--- src/rtl/prog_run_ctrl.sv ---
// Host-side program loader and run controller: streams a program into instruction
// memory, pulses core_start for a fixed window, then times the core until halt.
module prog_run_ctrl #(
    parameter int INSTR_WIDTH  = 9,
    parameter int ADDR_WIDTH   = 8,
    parameter int START_CYCLES = 4,
    parameter int CNT_WIDTH    = 32,
    parameter int TIMEOUT      = 100000
) (
    input  logic                   clk,
    input  logic                   rst_n,
    input  logic                   go,
    input  logic [ADDR_WIDTH:0]    prog_len,
    input  logic                   ld_valid,
    input  logic [INSTR_WIDTH-1:0] ld_data,
    output logic                   ld_ready,
    output logic                   im_we,
    output logic [ADDR_WIDTH-1:0]  im_addr,
    output logic [INSTR_WIDTH-1:0] im_wdata,
    output logic                   core_start,
    input  logic                   core_halt,
    output logic                   busy,
    output logic                   done,
    output logic                   timed_out,
    output logic [CNT_WIDTH-1:0]   cycle_count,
    output logic [2:0]             state
);

    // Loader handshake: a word transfers on any rising edge where ld_valid && ld_ready.
    // ld_ready is high only while LOAD still expects words.

    localparam logic [2:0] IDLE  = 3'd0;
    localparam logic [2:0] LOAD  = 3'd1;
    localparam logic [2:0] START = 3'd2;
    localparam logic [2:0] RUN   = 3'd3;
    localparam logic [2:0] DONE  = 3'd4;

    localparam int SC_W = (START_CYCLES > 1) ? $clog2(START_CYCLES) : 1;
    localparam logic [SC_W-1:0]      START_LAST = SC_W'(START_CYCLES - 1);
    localparam logic [CNT_WIDTH-1:0] TO_LAST    = CNT_WIDTH'(TIMEOUT - 1);
    localparam logic [ADDR_WIDTH:0]  IDX_ONE    = (ADDR_WIDTH + 1)'(1);

    logic [ADDR_WIDTH:0] len_q;
    logic [ADDR_WIDTH:0] idx;
    logic [ADDR_WIDTH:0] idx_next;
    logic [SC_W-1:0]     start_cnt;
    logic                load_last;
    logic [CNT_WIDTH-1:0] count_inc;

    assign idx_next  = idx + IDX_ONE;
    assign count_inc = (cycle_count != '1) ? cycle_count + 1'b1 : cycle_count;

    assign ld_ready   = (state == LOAD) && !load_last;
    assign core_start = (state == START);
    assign busy       = (state == LOAD) || (state == START) || (state == RUN);
    assign done       = (state == DONE);

    always_ff @(posedge clk or negedge rst_n) begin
        if (!rst_n) begin
            state       <= IDLE;
            len_q       <= '0;
            idx         <= '0;
            start_cnt   <= '0;
            load_last   <= 1'b0;
            im_we       <= 1'b0;
            im_addr     <= '0;
            im_wdata    <= '0;
            timed_out   <= 1'b0;
            cycle_count <= '0;
        end else begin
            im_we <= 1'b0;
            case (state)
                IDLE, DONE: begin
                    if (go) begin
                        len_q       <= prog_len;
                        idx         <= '0;
                        start_cnt   <= '0;
                        load_last   <= 1'b0;
                        cycle_count <= '0;
                        timed_out   <= 1'b0;
                        state       <= (prog_len == '0) ? START : LOAD;
                    end
                end
                LOAD: begin
                    // Linger one cycle after the final word so the last write
                    // pulse never overlaps core_start.
                    if (load_last) begin
                        state <= START;
                    end else if (ld_valid) begin
                        im_we    <= 1'b1;
                        im_addr  <= idx[ADDR_WIDTH-1:0];
                        im_wdata <= ld_data;
                        idx      <= idx_next;
                        if (idx_next == len_q) load_last <= 1'b1;
                    end
                end
                START: begin
                    if (start_cnt == START_LAST) state <= RUN;
                    else start_cnt <= start_cnt + 1'b1;
                end
                RUN: begin
                    if (core_halt) begin
                        state <= DONE;
                    end else begin
                        cycle_count <= count_inc;
                        if (cycle_count == TO_LAST) begin
                            timed_out <= 1'b1;
                            state     <= DONE;
                        end
                    end
                end
                default: state <= IDLE;
            endcase
        end
    end

endmodule
--- config.mk ---
export PLATFORM = sky130hd
export DESIGN_NAME = prog_run_ctrl
export DESIGN_NICKNAME = d
export VERILOG_FILES = /design/src/rtl/prog_run_ctrl.sv
export SDC_FILE = /design/constraint.sdc
export NUM_CORES = 1
export LEC_CHECK = 0
export ABC_AREA = 0
export ABC_CLOCK_PERIOD_IN_PS = 2100
export BUFFER_PORTS_ARGS = -buffer_cell sky130_fd_sc_hd__clkbuf_2
export CAP_MARGIN = 20
export CORE_MARGIN = 2
export CORE_UTILIZATION = 42
export CTS_CLUSTER_DIAMETER = 200
export DETAILED_ROUTE_END_ITERATION = 10
export PLACE_DENSITY = 0.74
export SLEW_MARGIN = 10
export SYNTH_ARGS = -nofsm -noshare
export SYNTH_HDL_FRONTEND = slang
export SYNTH_SLANG_ARGS = --single-unit
--- constraint.sdc ---
create_clock -name clk -period 2.1 [get_ports clk]
set_input_delay 0.525 -clock clk [delete_from_list [all_inputs] [get_ports clk]]
set_output_delay 0.525 -clock clk [all_outputs]
set_load 0.01 [all_outputs]
Word level (Yosys, flattened, before mapping)
Cells that the tools add are included.

Flip-flop bits (word level): 75. Logic and storage cells: 79.

Add/sub/neg operators: 3. Equality and inequality tests: 18. Multiplexer cells: 29. Bitwise gates (word level): 1. Reduce and logical (&&, ||, !) cells: 18.

Operator list (count): $mux 32 (3); $pmux 32 s2 (1); $add 32x1->32 const B (1); $eq 32x17->1 const B (1); $ne 32x32->1 const B (1); $mux 9 (3); $pmux 9 s2 (1); $reduce_and 4->1 (4); $mux 3 (5); $ne 2x2->1 const B (7); $pmux 3 s4 (1); $add 9x1->9 const B (1); $eq 9x9->1 (1); $logic_not 9->1 (1); $mux 1 (9); $eq 3x2->1 const B (2); $mux 2 (3); $reduce_and 3->1 (2); $reduce_bool 2->1 (3); $ne 2x1->1 const B (2); $pmux 1 s2 (2); $pmux 2 s2 (1); $reduce_and 2->1 (2); $eq 3x1->1 const B (1); other kinds (10) (11).

Logic depth before layout (Yosys ltp)
Gate-level depths: netlist of the first run.

Depth in word-level cells: 6. Gate-level depth with buffers: 9.

Worst setup path after synthesis of the first run
Ideal clock, no wire load.

Path type: reg2reg. From: reg state[1]. To: reg load_last. Setup time: 95 ps. Arrival time: 2113 ps. Data required time: 2005 ps. Setup slack: -109 ps. Cell stages (with the launch flop): 6. Clock period less this slack: 2209 ps. Cell sequence: dfrtp_1 -> buf_6 -> or3b_1 -> or4_1 -> or4_1 -> o31ai_1.

Word-level cells in the longest chain between the ends: 4. Elaborated cells on any way between the ends: 8. Those cells by class: eq/ne: 3; mux: 1; reduce/logical: 4.

Ends and longest elaborated chain: start: declaration (line 26) `output logic [2:0] state`; start signal: assignment (line 81) `state <= (prog_len == '0) ? START : LOAD;`; $eq 3x3->1 or $logic_not 3->1 (tied branches) (line 72) `case (state)`; $reduce_or 2->1 (line 72); $ne 2x2->1 (no source line) or $reduce_bool 2->1 (tied branches); $reduce_and 2->1 (no source line); end signal: assignment (line 64) `load_last <= 1'b0;`; end signal: assignment (line 78) `load_last <= 1'b0;`; end signal: assignment (line 94) `if (idx_next == len_q) load_last <= 1'b1;`; end: declaration (line 47) `logic load_last;`.

Several ways; a longest one is shown, not always the timed one. A chain may end at the register's enable or synchronous reset.

Worst setup path after layout of the first run
Ends and elaborated chain as after synthesis.

==> results of run 1 <==
[logic make-up (layout without fill, tap and decap cells)]
| group | Yosys count | after routing | share of synthesized area |
|---|---|---|---|
| XOR/XNOR | 18 | 18 | 0.04031 |
| AO/OA/AOI/OAI | 89 | 89 | 0.1347 |
| flip-flops | 75 | 75 | 0.4798 |
| AND/OR/NAND/NOR | 212 | 212 | 0.2799 |
| adder cells (fa/ha/maj) | 3 | 3 | 0.009598 |
| multiplexers | 10 | 10 | 0.02815 |
| buffers and inverters | 24 | 160 | 0.02751 |
[power by group through the flow]
stage / logic [mW] / clock network (mW) / registers, mW
detailed placement: 1.68 / 0 / 1.91
CTS: 1.72 / 1.13 / 1.88
global route: 2.01 / 1.20 / 1.92
global placement: 1.62 / 0 / 1.89
floorplan: 0.934 / 0 / 1.96
finish: 1.78 / 1.11 / 1.89
[state kept, by name, summed over array words and instances, names as in the netlist]
| signal | count |
|---|---|
| cycle_count | 32 |
| idx | 9 |
| im_wdata | 9 |
| len_q | 9 |
| im_addr | 8 |
| state | 3 |
| start_cnt | 2 |
| im_we | 1 |
| load_last | 1 |
| timed_out | 1 |
[repair_timing]
| action | in CTS | in global routing |
|---|---|---|
| buffers inserted | 2 | 4 |
| endpoints found under the hold margin | 0 | 0 |
| resized for setup | 3 | 12 |
| pin swaps | 1 | 8 |
| hold buffers | 0 | 0 |
| endpoints found under the setup margin | 3 | 14 |
[cell usage in the layout, fill, tap and decap left out, drive strengths merged, types with 6 or more instances in the layout]
cell type	synthesis	layout
clkbuf	9	88
nand2	85	85
dfrtp	75	75
buf	9	59
o21ai	39	39
a21oi	27	27
or3	25	25
nor2	24	24
nand4	15	15
nand3	14	14
xnor2	12	12
nor3	8	8
o31ai	8	8
nor4	8	8
mux2	8	8
and3	7	7
or4	7	7
xor2	6	6
inv	6	6
[area by class of cell]
type / count / share of cell area
multi-input cells: 332 / 0.3939
flip-flops and latches: 75 / 0.3679
repair buffers: 138 / 0.1688
well taps: 111 / 0.02723
clock buffers: 9 / 0.02428
clock inverters: 7 / 0.01349
inverters: 6 / 0.004415
[final timing paths]
kind | slack (ns) | start | to
max | 0.02 | state[1] | load_last
min | 0.20 | rst_n | im_wdata[4]
max reg2reg | 0.02 | state[1] | load_last
min reg2reg | 0.48 | im_wdata[6] | im_wdata[6]
max in group asynchronous | 1.58 | rst_n | cycle_count[29]
min in group clk | 0.37 | ld_data[0] | im_wdata[0]
[per-layer routing]
layer  global-route usage  up-vias  wire [µm]
met4              0.06639        0        136
met5                    0        -          0
met1               0.2860     1793       4501
met2               0.3454      113       5037
met3              0.04300       12        554
li1                     -     1821          -
==> results.py, run 1 <==
metrics = {
    "run_status": {
        "status": "completed",
    },
    "placed_design": {
        "placedCellCount": 656,
        "placed_cell_area_um2": 4790,
        "dpl.hpwl_um": 7383,
        "place_ws_ns": -0.08407,
        "io_buffer_count": 80,
        "gp_congestion": 0.8791,
    },
    "timing": {
        "worstMarginPinSlew_ns": 0.4502,
        "layout_setup_ws_ns": 0.02023,
        "setup_viol": 0,
        "fin_tns_setup_ns": 0,
        "rsz0062_at_grt": "yes",
        "slew_viol_final": 0,
        "timing.hold.ws_ns": 0.1976,
        "hold_viol_final": 0,
        "min_period_over_period": 0.9904,
        "slew_headroom": 0.6976,
        "max_freq_mhz": 480.8,
        "layout_min_cycle_time_ns": 2.080,
        "skew_ns": 0.01090,
    },
    "global_routing": {
        "grt_pass1_wl_um": 17140,
        "grt_max_degree": 76,
        "antenna_found_initial": 0,
        "grt_util_all_layers": 0.2121,
        "first_global_vias": 3607,
        "grt_remaining_overflow": 0,
    },
    "die": {
        "start_util": 0.4273,
        "die-area_um2": 10100,
        "die_x_um": 100.5,
        "io_pins": 81,
        "rows": 35,
        "die_h_um": 100.5,
        "coreArea_um2": 9153,
    },
    "power_and_ir_drop": {
        "combPwrFrac": 0.373,
        "total_power_mw": 4.778,
        "sw_frac_of_total": 0.3624,
        "max-vdd-ir-drop_mv": 0.3931,
        "powerDensity_nw_per_um2": 936.6,
        "p_leak_nw": 2.440,
        "pwr-share-clk": 0.232,
        "intPower_mw": 3.046,
        "seq_power_share": 0.395,
        "p_sw_mw": 1.732,
    },
    "worst_setup_path": {
        "path_cells": "or3b_1 -> or4_4 -> or4_4 -> o31ai_2",
        "cpMaxStageDelayCell": "or4_4",
        "cp.required_ns": 2.36,
        "start_kind": "flip-flop",
        "critPathMaxStageDelay_ns": 0.52,
        "crit_top_cell": "or4_4",
        "cp_num_buf_inv": 0,
        "r2r_cells": 4,
        "critical_path_depth": 4,
        "cp_top_family": "simple AND/OR/NAND/NOR gates",
        "cp_max_fo": 4,
        "cp-end-kind": "flip-flop",
        "crit_type": "flip-flop to flip-flop",
        "crit_arrival_ns": 2.34,
    },
    "final_layout": {
        "drive_gt1_frac": 0.3210,
        "num-nets-final": 588,
        "syn_to_final_growth_pct": 30.42,
        "finalInstanceArea_um2": 5101,
        "multi_input_area_um2": 2009,
        "stdcell_count": 678,
        "seq_area_um2": 1877,
        "nFillCells": 828,
        "antenna_cells": 0,
        "final_core_util": 0.5573,
    },
    "synth": {
        "synth_most_common_cell": "nand2_1",
        "syn_nets": 457,
        "synth.area.top_cells": "dfrtp_1, nand2_1, or3_1, a21oi_1, o21ai_0",
        "synth_seq_area_share": 0.4798,
        "synth-edff-count": 0,
        "synth-seq-cells": 75,
        "yosysTopAreaCell": "dfrtp_1",
        "syn_area_per_cell_um2": 9.075,
        "syn_inst": 431,
        "synthesis.area_um2": 3911,
        "synth-main-ff-cell": "dfrtp_1",
        "yosys.cell_types.count": 53,
        "synth-async-reset-ratio": 1.000,
        "yosys-top-cells-count": "nand2_1, dfrtp_1, a21oi_1",
        "netlist.area_leader.share": 0.4798,
        "ys_warn_count": 0,
    },
    "clock_network": {
        "numCtsBuffers": 9,
        "clock_sinks": 75,
        "cts_root_buf": "clkbuf_8",
        "cts_tree": "done",
        "clock_latency_ns": 0.35,
        "htree_levels": 3,
        "cts_buffer_depth": 2,
        "clk_pin_slew_ns": 0.08,
    },
    "route": {
        "drtAntennaViolNets": 0,
        "firstDrtPassIters": 6,
        "wl_per_cell_um": 15.09,
        "wl_um": 10230,
        "vias": 3739,
        "drc": 0,
        "drt-vias-per-instance": 5.515,
        "drt-initial-drc-count": 134,
    },
    "flow_run": {
        "max_cap_violations": 0,
    },
    "hold_path": {
        "hp-class": "primary input to async pin",
    },
}
(Power assumes the default switching activity.)
==> run 2, diff against run 1 <==
--- a/config.mk
+++ b/config.mk
@@ -9,11 +9,12 @@
 export ABC_CLOCK_PERIOD_IN_PS = 2100
 export BUFFER_PORTS_ARGS = -buffer_cell sky130_fd_sc_hd__clkbuf_2
 export CAP_MARGIN = 20
+export CORE_ASPECT_RATIO = 0.75
 export CORE_MARGIN = 2
-export CORE_UTILIZATION = 42
+export CORE_UTILIZATION = 38
 export CTS_CLUSTER_DIAMETER = 200
 export DETAILED_ROUTE_END_ITERATION = 10
-export PLACE_DENSITY = 0.74
+export PLACE_DENSITY = 0.69
 export SLEW_MARGIN = 10
 export SYNTH_ARGS = -nofsm -noshare
 export SYNTH_HDL_FRONTEND = slang
==> results.py, run 2 (synthesized netlist as in run 1, its figures left out) <==
metrics = {
    "run_status": {
        "status": "finished, violations left",
        "violations": "negative setup slack",
    },
    "worst_setup_path": {
        "critPathLaunch": "cycle_count[14]",
        "cp.required_ns": 2.36,
        "crit_arrival_ns": 2.40,
        "start_kind": "flip-flop",
        "crit_type": "flip-flop to flip-flop",
        "r2r-start": "cycle_count[14]",
        "cp-end-kind": "flip-flop",
        "cp_max_fo": 5,
    },
    "timing": {
        "hold_viol_final": 0,
        "layout_setup_ws_ns": -0.04268,
        "max_freq_mhz": 466.7,
        "fin_tns_setup_ns": -0.04268,
        "skew_ns": 0.007184,
        "slew_headroom": 0.6598,
        "setup_viol": 1,
        "worstMarginPinSlew_ns": 0.5056,
        "timing.hold.ws_ns": 0.1606,
        "rsz0062_at_grt": "yes",
        "layout_min_cycle_time_ns": 2.143,
        "min_period_over_period": 1.020,
        "slew_viol_final": 0,
    },
    "flow_run": {
        "max_cap_violations": 0,
    },
    "route": {
        "dr_wl_met2_um": 5129,
        "drt-vias-per-instance": 5.494,
        "wl_met1_um": 5302,
        "vias": 3901,
        "drtAntennaViolNets": 0,
        "met3_length_um": 610,
        "firstDrtPassIters": 5,
        "wl_um": 11200,
        "top_layer": "met4",
        "drc": 0,
        "wl_per_cell_um": 15.77,
        "drt-initial-drc-count": 400,
    },
    "power_and_ir_drop": {
        "p_sw_mw": 1.842,
        "pwr-share-clk": 0.285,
        "sw_frac_of_total": 0.3558,
        "seq_power_share": 0.365,
        "combPwrFrac": 0.350,
        "p_leak_nw": 2.496,
        "max-vdd-ir-drop_mv": 0.4847,
        "powerDensity_nw_per_um2": 977.0,
        "intPower_mw": 3.335,
    },
    "die": {
        "coreArea_um2": 10170,
        "die-area_um2": 11130,
        "die_h_um": 91.86,
        "io_pins": 81,
        "start_util": 0.3846,
        "rows": 32,
        "die_x_um": 121.2,
    },
    "clock_network": {
        "cts_root_buf": "clkbuf_16",
        "cts_tree": "done",
        "cts_buffer_depth": 2,
        "ctsHoldBuffers": 0,
        "htree_levels": 3,
        "clock_latency_ns": 0.34,
        "clk_pin_slew_ns": 0.06,
        "numCtsBuffers": 9,
        "clock_sinks": 75,
    },
    "placed_design": {
        "placed_cell_area_um2": 4883,
        "io_buffer_count": 80,
        "gp_congestion": 0.8671,
        "dpl.hpwl_um": 8036,
        "placedCellCount": 689,
    },
    "final_layout": {
        "finalInstanceArea_um2": 5299,
        "layout_commonest_cell": "nand2_1",
        "regMostFlops": "cycle_count",
        "antenna_cells": 0,
        "final_cell_mix": "nand2_1, clkbuf_2, dfrtp_1",
        "stdcell_count": 710,
        "drive_gt1_frac": 0.3345,
        "num-nets-final": 595,
        "largest_reg_flops": 32,
        "final_core_util": 0.5210,
        "syn_to_final_growth_pct": 35.48,
    },
    "global_routing": {
        "grt_util_all_layers": 0.2054,
        "first_global_vias": 3754,
        "grt_pass1_wl_um": 18260,
        "antenna_found_initial": 0,
        "grt_remaining_overflow": 0,
        "grt_max_degree": 40,
    },
    "hold_path": {
        "hp-class": "primary input to async pin",
    },
}
[run 2: worst paths after layout]
path / endpoint / slack, ns / cells past startpoint
setup / recovery: cycle_count[21] / -0.04 / 5
hold / removal: im_we / 0.16 / 1
setup reg to reg: cycle_count[21] / -0.04 / 5
hold reg to reg: im_wdata[5] / 0.47 / 2
max in group asynchronous: cycle_count[4] / 1.38 / 2
min in group clk: im_wdata[2] / 0.38 / 3
[run 2: metrics by stage]
step | setup slack [ns] | total power [mW]
6_report | -0.04268 | 5.177
5_1_grt | -0.08480 | 5.472
4_1_cts | 0.02897 | 5.116
3_5_place_dp | -0.08350 | 3.639
3_3_place_gp | -0.02061 | 3.587
2_1_floorplan | -0.04139 | 2.899
[run 2: cell type report]
class / count / area [µm²]
Fill cell: 949 / 4871
Clock inverter: 5 / 38.79
Tap cell: 136 / 170.2
Inverter: 6 / 22.52
Clock buffer: 11 / 242.7
Sequential cell: 75 / 1877
Timing Repair Buffer: 145 / 915.9
Multi-Input combinational cell: 332 / 2032
[run 2: power by group through the flow]
stage                     registers (mW)  clock network, mW  logic, mW
after floorplan                     1.96                  0      0.934
after global placement              1.90                  0       1.69
after detailed placement            1.91                  0       1.73
after CTS                           1.89               1.48       1.75
after global routing                1.92               1.53       2.02
final                               1.89               1.47       1.81
[run 2: timing repair]
action | in CTS | in global routing
pin swaps | 2 | 13
setup buffers | 0 | 5
gates resized for setup | 0 | 21
endpoints found under the setup margin | 1 | 19
[run 2: routing by layer]
metal,vias to the layer above,global-route usage
met5,-,0
met4,0,0.06609
met3,19,0.04540
met2,128,0.3109
met1,1922,0.2927
li1,1832,-
[run 2: worst max-delay path: stages (launching register included)]
cell and delay, ns:
dfrtp_1 0.37, nand4_1 0.30, or3_1 0.44, a311o_1 0.40
or3_4 0.41, a21oi_4 0.15
==> run 3, diff against run 2 <==
--- a/config.mk
+++ b/config.mk
@@ -7,7 +7,7 @@
 export LEC_CHECK = 0
 export ABC_AREA = 0
 export ABC_CLOCK_PERIOD_IN_PS = 2100
-export BUFFER_PORTS_ARGS = -buffer_cell sky130_fd_sc_hd__clkbuf_2
+export BUFFER_PORTS_ARGS = -buffer_cell sky130_fd_sc_hd__buf_2
 export CAP_MARGIN = 20
 export CORE_ASPECT_RATIO = 0.75
 export CORE_MARGIN = 2
==> results.py, run 3 (synthesized netlist as in run 1, its figures left out) <==
metrics = {
    "run_status": {
        "status": "completed",
    },
    "route": {
        "drc": 0,
        "drt-initial-drc-count": 310,
        "wl_per_cell_um": 15.92,
        "wl_um": 11350,
        "drtAntennaViolNets": 0,
        "firstDrtPassIters": 5,
        "drt-vias-per-instance": 5.435,
        "vias": 3875,
    },
    "timing": {
        "layout_setup_ws_ns": 0.008388,
        "slew_viol_final": 0,
        "slew_headroom": 0.6678,
        "layout_min_cycle_time_ns": 2.092,
        "timing.hold.ws_ns": 0.2237,
        "hold_viol_final": 0,
        "min_period_over_period": 0.9960,
        "fin_tns_setup_ns": 0,
        "worstMarginPinSlew_ns": 0.4937,
        "max_freq_mhz": 478.1,
        "skew_ns": 0.008367,
        "setup_viol": 0,
        "rsz0062_at_grt": "yes",
    },
    "clock_network": {
        "clock_latency_ns": 0.34,
        "htree_levels": 3,
        "clock_sinks": 75,
        "ctsHoldBuffers": 0,
        "numCtsBuffers": 9,
        "cts_root_buf": "clkbuf_16",
        "clk_pin_slew_ns": 0.06,
        "cts_buffer_depth": 2,
        "cts_tree": "done",
    },
    "final_layout": {
        "largest_reg_flops": 32,
        "layout_commonest_cell": "nand2_1",
        "num-nets-final": 598,
        "nFillCells": 953,
        "antenna_cells": 0,
        "stdcell_count": 713,
        "final_cell_mix": "nand2_1, buf_2, dfrtp_1",
        "regMostFlops": "cycle_count",
        "seq_area_um2": 1878,
        "syn_to_final_growth_pct": 37.08,
        "multi_input_area_um2": 2006,
        "drive_gt1_frac": 0.3380,
    },
    "worst_setup_path": {
        "cpMaxStageDelayCell": "or4_1",
        "crit_type": "flip-flop to flip-flop",
        "path_cells": "or3b_4 -> or4_1 -> or4_4 -> o31ai_4",
        "cp-end-kind": "flip-flop",
        "cp.required_ns": 2.35,
        "critPathMaxStageDelay_ns": 0.51,
        "crit_arrival_ns": 2.34,
        "cp_max_fo": 7,
        "start_kind": "flip-flop",
    },
    "global_routing": {
        "grt_remaining_overflow": 0,
        "grt_pass1_wl_um": 18180,
        "grt_util_all_layers": 0.2055,
        "grt_max_degree": 76,
        "first_global_vias": 3640,
        "antenna_found_initial": 0,
    },
    "power_and_ir_drop": {
        "max-vdd-ir-drop_mv": 0.5436,
        "p_leak_nw": 2.589,
        "total_power_mw": 5.400,
        "powerDensity_nw_per_um2": 1007,
    },
    "flow_run": {
        "max_cap_violations": 0,
    },
    "placed_design": {
        "placedCellCount": 689,
        "place_ws_ns": -0.09074,
        "gp_congestion": 0.8335,
        "dpl.hpwl_um": 7886,
        "io_buffer_count": 80,
    },
    "die": {
        "start_util": 0.3846,
        "coreArea_um2": 10170,
        "die_h_um": 91.86,
        "die_x_um": 121.2,
        "io_pins": 81,
        "die-area_um2": 11130,
        "rows": 32,
    },
    "hold_path": {
        "hp-class": "primary input to async pin",
    },
}
[run 3: cell type report]
| cell class | count | area share |
|---|---|---|
| Multi-Input combinational cell | 332 | 0.3741 |
| Sequential cell | 75 | 0.3503 |
| Timing Repair Buffer | 148 | 0.1785 |
| Clock buffer | 10 | 0.04457 |
| Tap cell | 136 | 0.03174 |
| Clock inverter | 6 | 0.01657 |
| Inverter | 6 | 0.004201 |
[run 3: final timing paths]
check	cells past startpoint	start	slack, ns	end
setup / recovery	4	state[0]	0.008	load_last
hold / removal	2	rst_n	0.22	im_we
setup reg to reg	4	state[0]	0.008	load_last
hold reg to reg	2	im_wdata[1]	0.47	im_wdata[1]
max in group asynchronous	2	rst_n	1.55	state[0]
min in group clk	3	ld_data[4]	0.38	im_wdata[4]
[run 3: through the flow]
| step | utilization | cell area [µm²] |
|---|---|---|
| floorplan | - | 3916 |
| global placement | 0.4799 | 4881 |
| detailed placement | 0.4799 | 4881 |
| CTS | 0.5128 | 5215 |
| global route | 0.5272 | 5361 |
| finish | 0.5272 | 5361 |
[run 3: critical path: cells and delay by family, from the launching register on]
family           cells  cell delay [ns]
AND/OR/NAND/NOR      3             1.35
flip-flops           1             0.43
AO/OA/AOI/OAI        1             0.22
[run 3: where the power goes]
part	switching (mW)	leakage [nW]	internal, mW
clock network	0.626	0.155	1.07
registers	0.180	1.01	1.71
logic	1.01	1.42	0.796
[run 3: timing repair]
action                     4_1_cts  5_1_grt
buffers inserted                 0        7
pin swaps                        1        9
gates resized for setup          2       18
cloned                           0        1
setup endpoints to repair        3       28
hold endpoints to repair         0        0
[run 3: layer usage]
layer / global-route usage / part of all wire / vias up
met5: 0 / 0 / -
met3: 0.05100 / 0.073 / 12
met1: 0.2990 / 0.46 / 1887
met2: 0.3034 / 0.45 / 132
li1: - / - / 1844
met4: 0.05843 / 0.013 / 0
